[config.mk]
export PLATFORM = sky130hd
export DESIGN_NAME = up_down_count_monitor
export DESIGN_NICKNAME = d
export VERILOG_FILES = /design/src/rtl/up_down_count_monitor.sv
export SDC_FILE = /design/constraint.sdc
export NUM_CORES = 1
export LEC_CHECK = 0
export CAP_MARGIN = 20
export CORE_MARGIN = 2
export CORE_UTILIZATION = 55
export DETAILED_ROUTE_END_ITERATION = 12
export PLACE_DENSITY = 0.95
export SLEW_MARGIN = 20
export SYNTH_ARGS = -nofsm -noshare
export SYNTH_HDL_FRONTEND = slang
export SYNTH_SLANG_ARGS = --single-unit
[constraint.sdc]
create_clock -name Clk_In -period 7.1 [get_ports Clk_In]
set_clock_uncertainty 0.1 [all_clocks]
set_input_delay 1.42 -clock Clk_In [delete_from_list [all_inputs] [get_ports Clk_In]]
set_output_delay 1.42 -clock Clk_In [all_outputs]
set_load 0.01 [all_outputs]
[src/rtl/up_down_count_monitor.sv]
// up_down_count_monitor: passive decoder/checker for an up-down counter output;
// reports motion, direction reversals, saturating wrap count and sticky illegal-step error.
module up_down_count_monitor #(
   parameter int WIDTH      = 4,
   parameter int WRAP_WIDTH = 8
) (
   input  logic                  Clk_In,
   input  logic                  Reset_In,
   input  logic                  Enable_In,
   input  logic [WIDTH-1:0]      Count_In,
   input  logic                  Clear_Error_In,
   output logic                  Running_Out,
   output logic                  Up_Downb_Out,
   output logic                  Dir_Change_Out,
   output logic [WRAP_WIDTH-1:0] Wrap_Count_Out,
   output logic                  Error_Out
);
   typedef enum logic [1:0] {S_INIT, S_HOLD, S_UP, S_DOWN} state_t;
   state_t                state, state_n;
   logic [WIDTH-1:0]      prev, delta;
   logic                  tracking, step_up, step_down, illegal, wrap_ev;
   logic                  running_n, up_n, dir_n, err_n;
   logic [WRAP_WIDTH-1:0] wrap_n;
   // With WIDTH=1 +1 and -1 coincide, so every change is classed as up and as a wrap.
   always_comb begin
      delta     = Count_In - prev;
      tracking  = Enable_In && state != S_INIT;
      step_up   = tracking && ((WIDTH == 1) ? delta != '0 : delta == WIDTH'(1));
      step_down = tracking && !step_up && delta == '1;
      illegal   = tracking && delta != '0 && !step_up && !step_down;
      wrap_ev   = (step_up && ((WIDTH == 1) || (prev == '1 && Count_In == '0))) ||
                  (step_down && prev == '0 && Count_In == '1);
   end
   always_comb begin
      state_n = !Enable_In ? S_INIT : step_up ? S_UP : step_down ? S_DOWN : S_HOLD;
   end
   always_comb begin
      running_n = step_up || step_down;
      up_n      = step_up ? 1'b1 : step_down ? 1'b0 : Up_Downb_Out;
      dir_n     = running_n && up_n != Up_Downb_Out;
      wrap_n    = (wrap_ev && Wrap_Count_Out != '1) ? Wrap_Count_Out + WRAP_WIDTH'(1) : Wrap_Count_Out;
      err_n     = illegal || (Error_Out && !Clear_Error_In);
   end
   always_ff @(posedge Clk_In or posedge Reset_In) begin
      if (Reset_In) begin
         state          <= S_INIT;
         prev           <= '0;
         Running_Out    <= 1'b0;
         Up_Downb_Out   <= 1'b1;
         Dir_Change_Out <= 1'b0;
         Wrap_Count_Out <= '0;
         Error_Out      <= 1'b0;
      end else begin
         state          <= state_n;
         if (Enable_In) prev <= Count_In;
         Running_Out    <= running_n;
         Up_Downb_Out   <= up_n;
         Dir_Change_Out <= dir_n;
         Wrap_Count_Out <= wrap_n;
         Error_Out      <= err_n;
      end
   end
endmodule

# Word-level counts from Yosys, hierarchy flattened
# Index checks and enable logic that the tools add are counted.
dict set report totals {
  out_inout_bits 12
  reg_bits 18
  word_cells 44
  inputBits 8
}
dict set report op_classes {
  n_eq_ne 6
  reduce_logical 24
  n_addsub 2
  mux 5
}
# cell n
set op_table {}
lappend op_table {{logical AND 1 bit} 14}
lappend op_table {{== test 4 bit, second input constant} 3}
lappend op_table {{adder 8 x 1 -> 8 bit, second input constant} 1}
lappend op_table {{zero test 4 bit} 2}
lappend op_table {{inequality test 8 bit, second input constant} 1}
lappend op_table {{two-way mux 2 bit} 3}
lappend op_table {{== test 4 x 1 -> 1 bit, second input constant} 1}
lappend op_table {{nonzero test 4 bit} 1}
lappend op_table {{subtractor 4 bit} 1}
lappend op_table {{zero test 1 bit} 3}
lappend op_table {{logical OR 1 bit} 3}
lappend op_table {{two-way mux 1 bit} 2}
lappend op_table {{nonzero test 2 bit} 1}
lappend op_table {{inequality test 1 bit} 1}

# Depth between registers and ports, before layout
# Gate-level depths: netlist of run 1.
dict set report depth {
  word_depth 10
  depth_mapped 8
  mapped_depth_nobuf 8
}

# Worst setup path after synthesis of run 1
# OpenSTA, ideal clock, no wires.
dict set report synth_timing {
  path_kind {input-to-reg}
  start {input Count_In[0]}
  end {register Wrap_Count_Out[1]}
  arrival_time_ns 3.314
  path_stages 8
  setup_ns 0.125
  path_slack_ns 3.561
  n_path_buf 0
  required_time_ns 6.875
  path_cell_list {inv_1 -> ha_1 -> fa_1 -> xor2_1 -> nand2_1 -> a211oi_4 -> o21ai_2 -> mux2_4}
}
dict set report synth_between {
  elab_chain_cells 10
  word_cells_on_any_way 15
  classes_between {add/sub: 1; eq/ne: 3; reduce/logical: 11}
}
# element line
set synth_lines {}
lappend synth_lines {{from (decl)} 10} ;# input logic [WIDTH-1:0] Count_In,
lappend synth_lines {{subtractor 4 bit} 26} ;# delta = Count_In - prev;
lappend synth_lines {{== test 4 x 1 -> 1 bit} 28} ;# step_up = tracking && ((WIDTH == 1) ? delta != '0 : delta == WIDTH'(1));
lappend synth_lines {{logical AND 1 bit} 28}
lappend synth_lines {{zero test 1 bit} 29} ;# step_down = tracking && !step_up && delta == '1;
lappend synth_lines {{logical AND 1 bit (2 in a row)} 29}
lappend synth_lines {{logical AND 1 bit (2 in a row)} 32} ;# (step_down && prev == '0 && Count_In == '1);
lappend synth_lines {{logical OR 1 bit *} 31} ;# wrap_ev = (step_up && ((WIDTH == 1) || (prev == '1 && Count_In == '0))) ||
lappend synth_lines {{logical AND 1 bit *} 41} ;# wrap_n = (wrap_ev && Wrap_Count_Out != '1) ? Wrap_Count_Out + WRAP_WIDTH'(1) : Wrap_Count_Out;
lappend synth_lines {{to (signal assigned)} 59} ;# Wrap_Count_Out <= wrap_n;
lappend synth_lines {{to (decl)} 15} ;# output logic [WRAP_WIDTH-1:0] Wrap_Count_Out,
# Mark *: on every way between the ends. The rest lies on a longest branch, timed or not.
# A chain may end at the register's enable or synchronous reset.

# Worst setup path in the final report of run 1
# Ends and elaborated chain as after synthesis.

==> results by group, run 1 <==
Clock tree
  – Setup bufs post-CTS: 0
  – CTS-repair resized insts: 0
  – CTS Sinks: 18
  – Clock Tree Buf Depth: 2
  – Root Buffer Master: clkbuf_4
  – CTS HTree Levels: 1
  – Clk slew on worst S/H paths: 0.10 ns
  – Clock Latency Late Sink: 0.30 ns
  – # hold bufs at CTS: 0
  – CTS tree: yes
  – CTS Buf Count: 3

Cells and area
  – Fillers: 165
  – Sequential cell area: 452 um2
  – Synth-to-Final Area Change: 21.8%
  – Share of post-route cells with drive strength above 1: 14.8%
  – Multi-input gate area: 627 um2
  – Antenna diode instance count: 0
  – Final nets: 136
  – Fin util: 70.5%

Power
  – Comb pwr share: 24.6%
  – Internal power: 163 uW
  – Flop pwr share: 48.1%
  – VDD IR-drop max: 0.000127 V
  – Total power: 233 uW
  – Clock power share: 27.3%
  – Switching fraction of total power: 30.2%
  – Power Density: 171 mW/mm2
  – Psw: 70.6 uW
  – Leakage: 0.573 nW

Timing
  – Worst-margin pin slew: 0.671 ns
  – Post-layout min period: 4.05 ns
  – Final setup margin: 3.05 ns
  – Max-slew headroom: 55.2%
  – Final hold slack: 0.431 ns
  – Setup TNS: 0 ns
  – Final Hold Fails: 0
  – Fmax: 247 MHz
  – # setup viols final: 0
  – RSZ-0062 raised after global routing: false
  – Final period util: 57.0%
  – Max Transition Viols Final: 0

Logic synthesis
  – Yosys cell types: 41
  – Area contributors post-synth: dfrtp_1, xnor2_1, ha_1
  – Sequential share of the synthesized area: 40.2%
  – Synth Instances: 101
  – Yosys top cell by area: dfrtp_1
  – Syn Nets: 114
  – Synth Cell Area: 0.00112 mm2
  – Share of the synthesized area in the top cell type: 37.9%
  – Synthesis Warnings: 0
  – Yosys reg bits: 18
  – Syn_area_per_cell: 11.1 um2

Setup path
  – WS Path Type: input pin to flop
  – CP Max Fanout: 10
  – Worst Setup Start Kind: input pin
  – Crit end category: flop
  – WP data arrival: 4.14 ns
  – Worst path required time: 7.19 ns

GRT
  – Vias in the first global route: 913
  – Met1 Usage GRT: 21.1%
  – GRT Max-Usage Layer: met2
  – GR Layer Usage met2: 42.6%
  – Initial antenna violation count: 0
  – Gr ovfl total: 0
  – Global-route wire length before repair: 4040 um
  – Tot GR Track Use: 22.6%
  – Largest net degree at the start of global routing: 19
  – Met3 usage: 4.60%

Job
  – Max_cap viols: 0

Drt
  – Drt pass-1 iters: 6
  – DR DRC count: 0
  – Via total after detailed routing: 899
  – Via-per-instance ratio: 6.03
  – DRT iter0 DRCs: 9
  – ANT nets after route: 0
  – Routed wire length per instance: 15.9 um
  – Total wire length: 2360 um

Die
  – Initial core utilization: 57.9%
  – I/O pin count: 20
  – Die height: 49.2 um
  – Core area: 0.00194 mm2
  – Row count: 16
  – Chip width: 49.2 um
  – Die ar.: 0.00242 mm2

Placement
  – Port Buffers: 19
  – Routability cong.: 0.797
  – Post-detail-place hpwl: 1840 um
  – Dpl ws: 2.78 ns

Hold path
  – Hold Crit Class: flop to flop

Status
  – Status: completed
==> cells in the mapped netlist <==
| master | count |
|---|---|
| a21boi_0 | 1 |
| mux2_4 | 2 |
| and4b_1 | 2 |
| dfrtp_1 | 17 |
| nand4_1 | 1 |
| or4_1 | 1 |
| buf_6 | 1 |
| xnor2_1 | 6 |
| nand2_1 | 4 |
| or2_2 | 1 |
| o211ai_1 | 2 |
| o2111ai_1 | 1 |
| mux2_2 | 2 |
| inv_1 | 8 |
| o21ai_2 | 2 |
| or4_4 | 1 |
| and3b_1 | 1 |
| nand2b_1 | 2 |
| nor2_1 | 4 |
| nor4_1 | 1 |
| ha_1 | 4 |
| o31ai_1 | 1 |
| and4_1 | 3 |
| a21o_1 | 1 |
| o21ai_0 | 4 |
| o21ai_4 | 2 |
| a21oi_1 | 5 |
| or3_1 | 1 |
| a31oi_1 | 2 |
| o32ai_1 | 1 |
| dfstp_2 | 1 |
| a211oi_4 | 2 |
| buf_1 | 1 |
| mux2i_1 | 1 |
| fa_1 | 1 |
| or3_4 | 1 |
| nand4bb_1 | 4 |
| nor3b_1 | 1 |
| or4b_1 | 1 |
| xor2_1 | 1 |
| nand3_1 | 3 |
==> power by group through the flow <==
stage / clock network, mW / registers [mW] / logic [mW]
final: 0.0637 / 0.112 / 0.0575
after global routing: 0.0709 / 0.113 / 0.0631
after CTS: 0.0662 / 0.112 / 0.0574
after detailed placement: 0 / 0.114 / 0.0570
after global placement: 0 / 0.114 / 0.0533
after floorplan: 0 / 0.115 / 0.0383
==> cell usage in the layout (no fill, tap or decap), types with 2 or more instances in the layout <==
| cell | count |
|---|---|
| clkdlybuf4s50_1 | 19 |
| dfrtp_1 | 17 |
| inv_1 | 8 |
| xnor2_1 | 6 |
| a21oi_1 | 5 |
| nand2_1 | 4 |
| nand4bb_1 | 4 |
| nor2_1 | 4 |
| o21ai_0 | 4 |
| ha_1 | 4 |
| and4_1 | 3 |
| nand3_1 | 3 |
| clkbuf_4 | 3 |
| o21ai_4 | 2 |
| a211oi_4 | 2 |
| and4b_1 | 2 |
| o21ai_2 | 2 |
| mux2_4 | 2 |
| a31oi_1 | 2 |
| o211ai_1 | 2 |
| nand2b_1 | 2 |
| mux2_2 | 2 |
==> final timing paths <==
check | from | slack (ns) | end | cells after the start
min | Error_Out | 0.43 | Error_Out | 2
max reg2reg | prev[0] | 4.32 | Wrap_Count_Out[1] | 7
min reg2reg | Error_Out | 0.43 | Error_Out | 2
max | Count_In[0] | 3.05 | Wrap_Count_Out[1] | 9
max in group asynchronous | Reset_In | 5.07 | prev[2] | 2
min in group asynchronous | Reset_In | 1.41 | Wrap_Count_Out[4] | 2
==> through the flow <==
| step | cells | area [um2] |
|---|---|---|
| finish | 149 | 1370 |
| CTS | 149 | 1370 |
| global route | 149 | 1370 |
| detailed placement | 145 | 1330 |
| floorplan | 101 | 1120 |
| global placement | 145 | 1330 |
==> critical path: stages <==
cell and delay [ns]:
clkdlybuf4s50_1 0.51, inv_1 0.06, ha_1 0.23, fa_1 0.40, xor2_1 0.55, nand2_1 0.22
a211oi_4 0.31, o21ai_2 0.13, mux2_4 0.31
==> sequential cells by signal (all words and copies together) (netlist names) <==
register,cells
Dir_Change_Out,1
Error_Out,1
Running_Out,1
Up_Downb_Out,1
Wrap_Count_Out,8
prev,4
state,2
==> area by class of cell <==
class / count / share of cell area (%)
inverters: 8 / 2.19
repair buffers: 19 / 13.9
flip-flops and latches: 18 / 33.0
clock buffers: 4 / 2.65
well taps: 27 / 2.47
multi-input cells: 73 / 45.8
==> per-layer routing <==
layer	up-vias	routed length [um]
met2	34	1290
met1	440	898
met3	8	99
met4	0	79
met5	-	0
li1	417	-
==> cell families (layout without fill, tap and decap cells) <==
family,count (synthesis),in the layout,synth area share (%)
simple gates,32,32,20.5
fa+ha+maj,5,5,6.24
compound gates,24,24,18.0
xor+xnor,7,7,5.46
buf+inv,10,31,4.01
mux,5,5,5.57
flops,18,18,40.2
Power figures use the tool's default switching activity.
==> inputs of run 2 (changes only) <==
--- a/config.mk
+++ b/config.mk
@@ -7,9 +7,9 @@
 export LEC_CHECK = 0
 export CAP_MARGIN = 20
 export CORE_MARGIN = 2
-export CORE_UTILIZATION = 55
+export CORE_UTILIZATION = 51
 export DETAILED_ROUTE_END_ITERATION = 12
-export PLACE_DENSITY = 0.95
+export PLACE_DENSITY = 0.9
 export SLEW_MARGIN = 20
 export SYNTH_ARGS = -nofsm -noshare
 export SYNTH_HDL_FRONTEND = slang
==> constraint.sdc (replaced) <==
create_clock -name Clk_In -period 4.1 [get_ports Clk_In]
set_clock_uncertainty 0.1 [all_clocks]
set_input_delay 0.82 -clock Clk_In [delete_from_list [all_inputs] [get_ports Clk_In]]
set_output_delay 0.82 -clock Clk_In [all_outputs]
set_load 0.01 [all_outputs]
==> run 2 against run 1 <==
- count of clock-buffer cells in the layout stayed put
- total power is 72% higher
- clock power is 73% higher
- sequential power is 73% higher
- core utilization is 2.8 points lower
- flip-flop and latch count stayed put
- critical path depth stayed put
- non-clock buffer count stayed put
- die area is 7.2% higher
- sequential share of layout area stayed put
- largest cell class unchanged
==> results by group, run 2 (synthesis results as in run 1) <==
Clock tree
  – # hold bufs at CTS: 0 (unchanged)
  – Clk slew on worst S/H paths: 0.10 ns (about the same)
  – CTS Sinks: 18 (unchanged)
  – CTS tree: yes
  – CTS Buf Count: 3 (unchanged)
  – Clock Latency Late Sink: 0.30 ns (about the same)
  – CTS HTree Levels: 1 (unchanged)
  – Setup bufs post-CTS: 0 (unchanged)
  – Root Buffer Master: clkbuf_4
  – CTS-repair resized insts: 0 (unchanged)
  – Clock Tree Buf Depth: 2 (unchanged)

Cells and area
  – Antenna diode instance count: 0 (unchanged)
  – Share of post-route cells with drive strength above 1: 14.8% (unchanged)
  – Biggest regs: Wrap_Count_Out: 8 flops, prev: 4 flops, state: 2 flops
  – Max reg flops: 8 (unchanged)
  – Fillers: 157 (-4.8%)
  – Final nets: 136 (unchanged)
  – Largest reg by FF count: Wrap_Count_Out
  – Design area: 0.00137 mm2 (unchanged)
  – Synth-to-Final Area Change: 21.8% (unchanged)
  – Commonest cells after routing, fill and taps aside: clkdlybuf4s50_1, dfrtp_1, inv_1, xnor2_1, a21oi_1
  – Most common cell after layout, fill and taps aside: clkdlybuf4s50_1

Power
  – Clock power share: 27.4% (about the same)
  – Switching fraction of total power: 29.7% (-0.54 points)
  – Flop pwr share: 48.5% (+0.4 points)
  – Internal power: 282 uW (+73%)
  – Comb pwr share: 24.1% (-0.5 points)
  – Power Density: 293 mW/mm2 (+72%)
  – Psw: 119 uW (+69%)
  – Leakage: 0.573 nW (unchanged)
  – VDD IR-drop max: 0.000239 V (+89%)

Setup path
  – Worst path slowest cell: clkdlybuf4s50_1
  – WS Path Type: input pin to flop
  – Reg2reg path depth: 7 (unchanged)
  – CP Max Fanout: 10 (unchanged)
  – Crit-path cells: clkdlybuf4s50_1 > inv_1 > ha_1 > fa_1 > xor2_1 > nand2_1 > a211oi_4 > o21ai_2 > mux2_4
  – R2r setup slk: 1.40 ns (-2.92 ns)
  – WP data arrival: 3.47 ns (-0.67 ns)
  – Crit path largest cell delay: 0.52 ns (-0.03 ns)
  – Crit end category: flop
  – Worst Setup Start Kind: input pin
  – Critical R2R Launch: prev[0]
  – Worst path required time: 4.19 ns (-3.00 ns)
  – Setup crit start: Count_In[0]
  – CP endpoint: Wrap_Count_Out[1]
  – Worst R2R End: Wrap_Count_Out[1]

Timing
  – Setup TNS: 0 ns (unchanged)
  – # setup viols final: 0 (unchanged)
  – Final period util: 82.4%
  – Max Transition Viols Final: 0 (unchanged)
  – Final hold slack: 0.433 ns (+0.00190 ns)
  – RSZ-0062 raised after global routing: false
  – Post-layout min period: 3.38 ns
  – Max-slew headroom: 55.2% (-0.061 points)
  – Fmax: 296 MHz
  – Worst-margin pin slew: 0.672 ns (+0.000911 ns)
  – Final Hold Fails: 0 (unchanged)

Placement
  – Placed Area: 0.00133 mm2 (unchanged)
  – Routability cong.: 0.823 (+3.2%)
  – Post-detail-place hpwl: 1680 um (-8.8%)
  – Port Buffers: 19 (unchanged)

Die
  – Initial core utilization: 55.6% (-2.3 points)
  – Chip width: 50.9 um (+3.5%)
  – Core area: 0.00202 mm2 (+4.1%)
  – I/O pin count: 20 (unchanged)
  – Row count: 16 (unchanged)
  – Die height: 50.9 um (+3.5%)
  – Die ar.: 0.00259 mm2 (+7.2%)

Drt
  – Via-per-instance ratio: 5.73 (-5.0%)
  – ANT nets after route: 0 (unchanged)
  – Drt pass-1 iters: 4 (-2)
  – DRT iter0 DRCs: 12 (+3)
  – Total wire length: 2130 um (-9.9%)
  – Routed wire length per instance: 14.3 um (-9.9%)
  – Via total after detailed routing: 854 (-5.0%)
  – DR DRC count: 0 (unchanged)

GRT
  – Vias in the first global route: 862 (-5.6%)
  – Largest net degree at the start of global routing: 19 (unchanged)
  – Tot GR Track Use: 18.9% (-3.7 points)
  – Global-route wire length before repair: 3610 um (-11%)
  – Initial antenna violation count: 0 (unchanged)
  – Gr ovfl total: 0 (unchanged)

Hold path
  – Hold Crit Class: flop to flop

Job
  – Max_cap viols: 0 (unchanged)

Status
  – Status: completed
run 2: cell counts in the layout (fill, tap and decap cells not counted):
No cell type changed its count.
run 2: worst min path at each step:
| stage | end | start | cells after the start | slack, ns |
|---|---|---|---|---|
| after global routing | Error_Out | Error_Out | 2 | 0.46 |
| final | Wrap_Count_Out[5] | Wrap_Count_Out[5] | 1 | 0.43 |
| after detailed placement | Error_Out | Error_Out | 2 | 0.42 |
| after global placement | Wrap_Count_Out[5] | Wrap_Count_Out[5] | 1 | 0.41 |
| after CTS | Error_Out | Error_Out | 2 | 0.44 |
| after floorplan | Up_Downb_Out | Up_Downb_Out | 2 | 0.41 |
run 2: layer usage:
metal | routed length, um | vias up | track usage [%] | part of all wire (%)
met5 | 0 | - | 0 | 0
met1 | 887 | 412 | 21.1 | 42
met2 | 1120 | 21 | 34.2 | 52
met4 | 48 | 0 | 10.4 | 2.3
met3 | 73 | 5 | 2.63 | 3.4
li1 | - | 416 | - | -
run 2: critical path, delay by kind of cell:
| family | cells | cell delay, ns |
|---|---|---|
| muxes | 1 | 0.30 |
| AOI/OAI and AO/OA | 2 | 0.44 |
| buffers and inverters | 2 | 0.58 |
| xor gates and xnor gates | 1 | 0.52 |
| adders and majority gates | 2 | 0.59 |
| and+or+nand+nor | 1 | 0.21 |
run 2: final cells by class:
type	count	area, um2	area share (%)
Sequential cell	18	452	33.0
Inverter	8	30.0	2.19
Timing Repair Buffer	19	190	13.9
Clock buffer	4	36.3	2.65
Tap cell	27	33.8	2.47
Multi-Input combinational cell	73	627	45.8
run 2: power by group through the flow:
stage               Sequential [mW]  Combinational, mW  Clock, mW
finish                        0.194             0.0966      0.110
global route                  0.196              0.107      0.121
CTS                           0.194             0.0969      0.113
detailed placement            0.198             0.0964          0
global placement              0.197             0.0926          0
floorplan                     0.198             0.0663          0
run 2: per-stage QoR:
stage	utilization [%]	instances	setup slack (ns)	power, mW
after floorplan	-	101	1.16	0.265
after global placement	65.9	145	0.506	0.290
after detailed placement	65.9	145	0.401	0.294
after CTS	67.7	149	0.727	0.405
after global routing	67.7	149	0.575	0.424
final	67.7	149	0.721	0.401
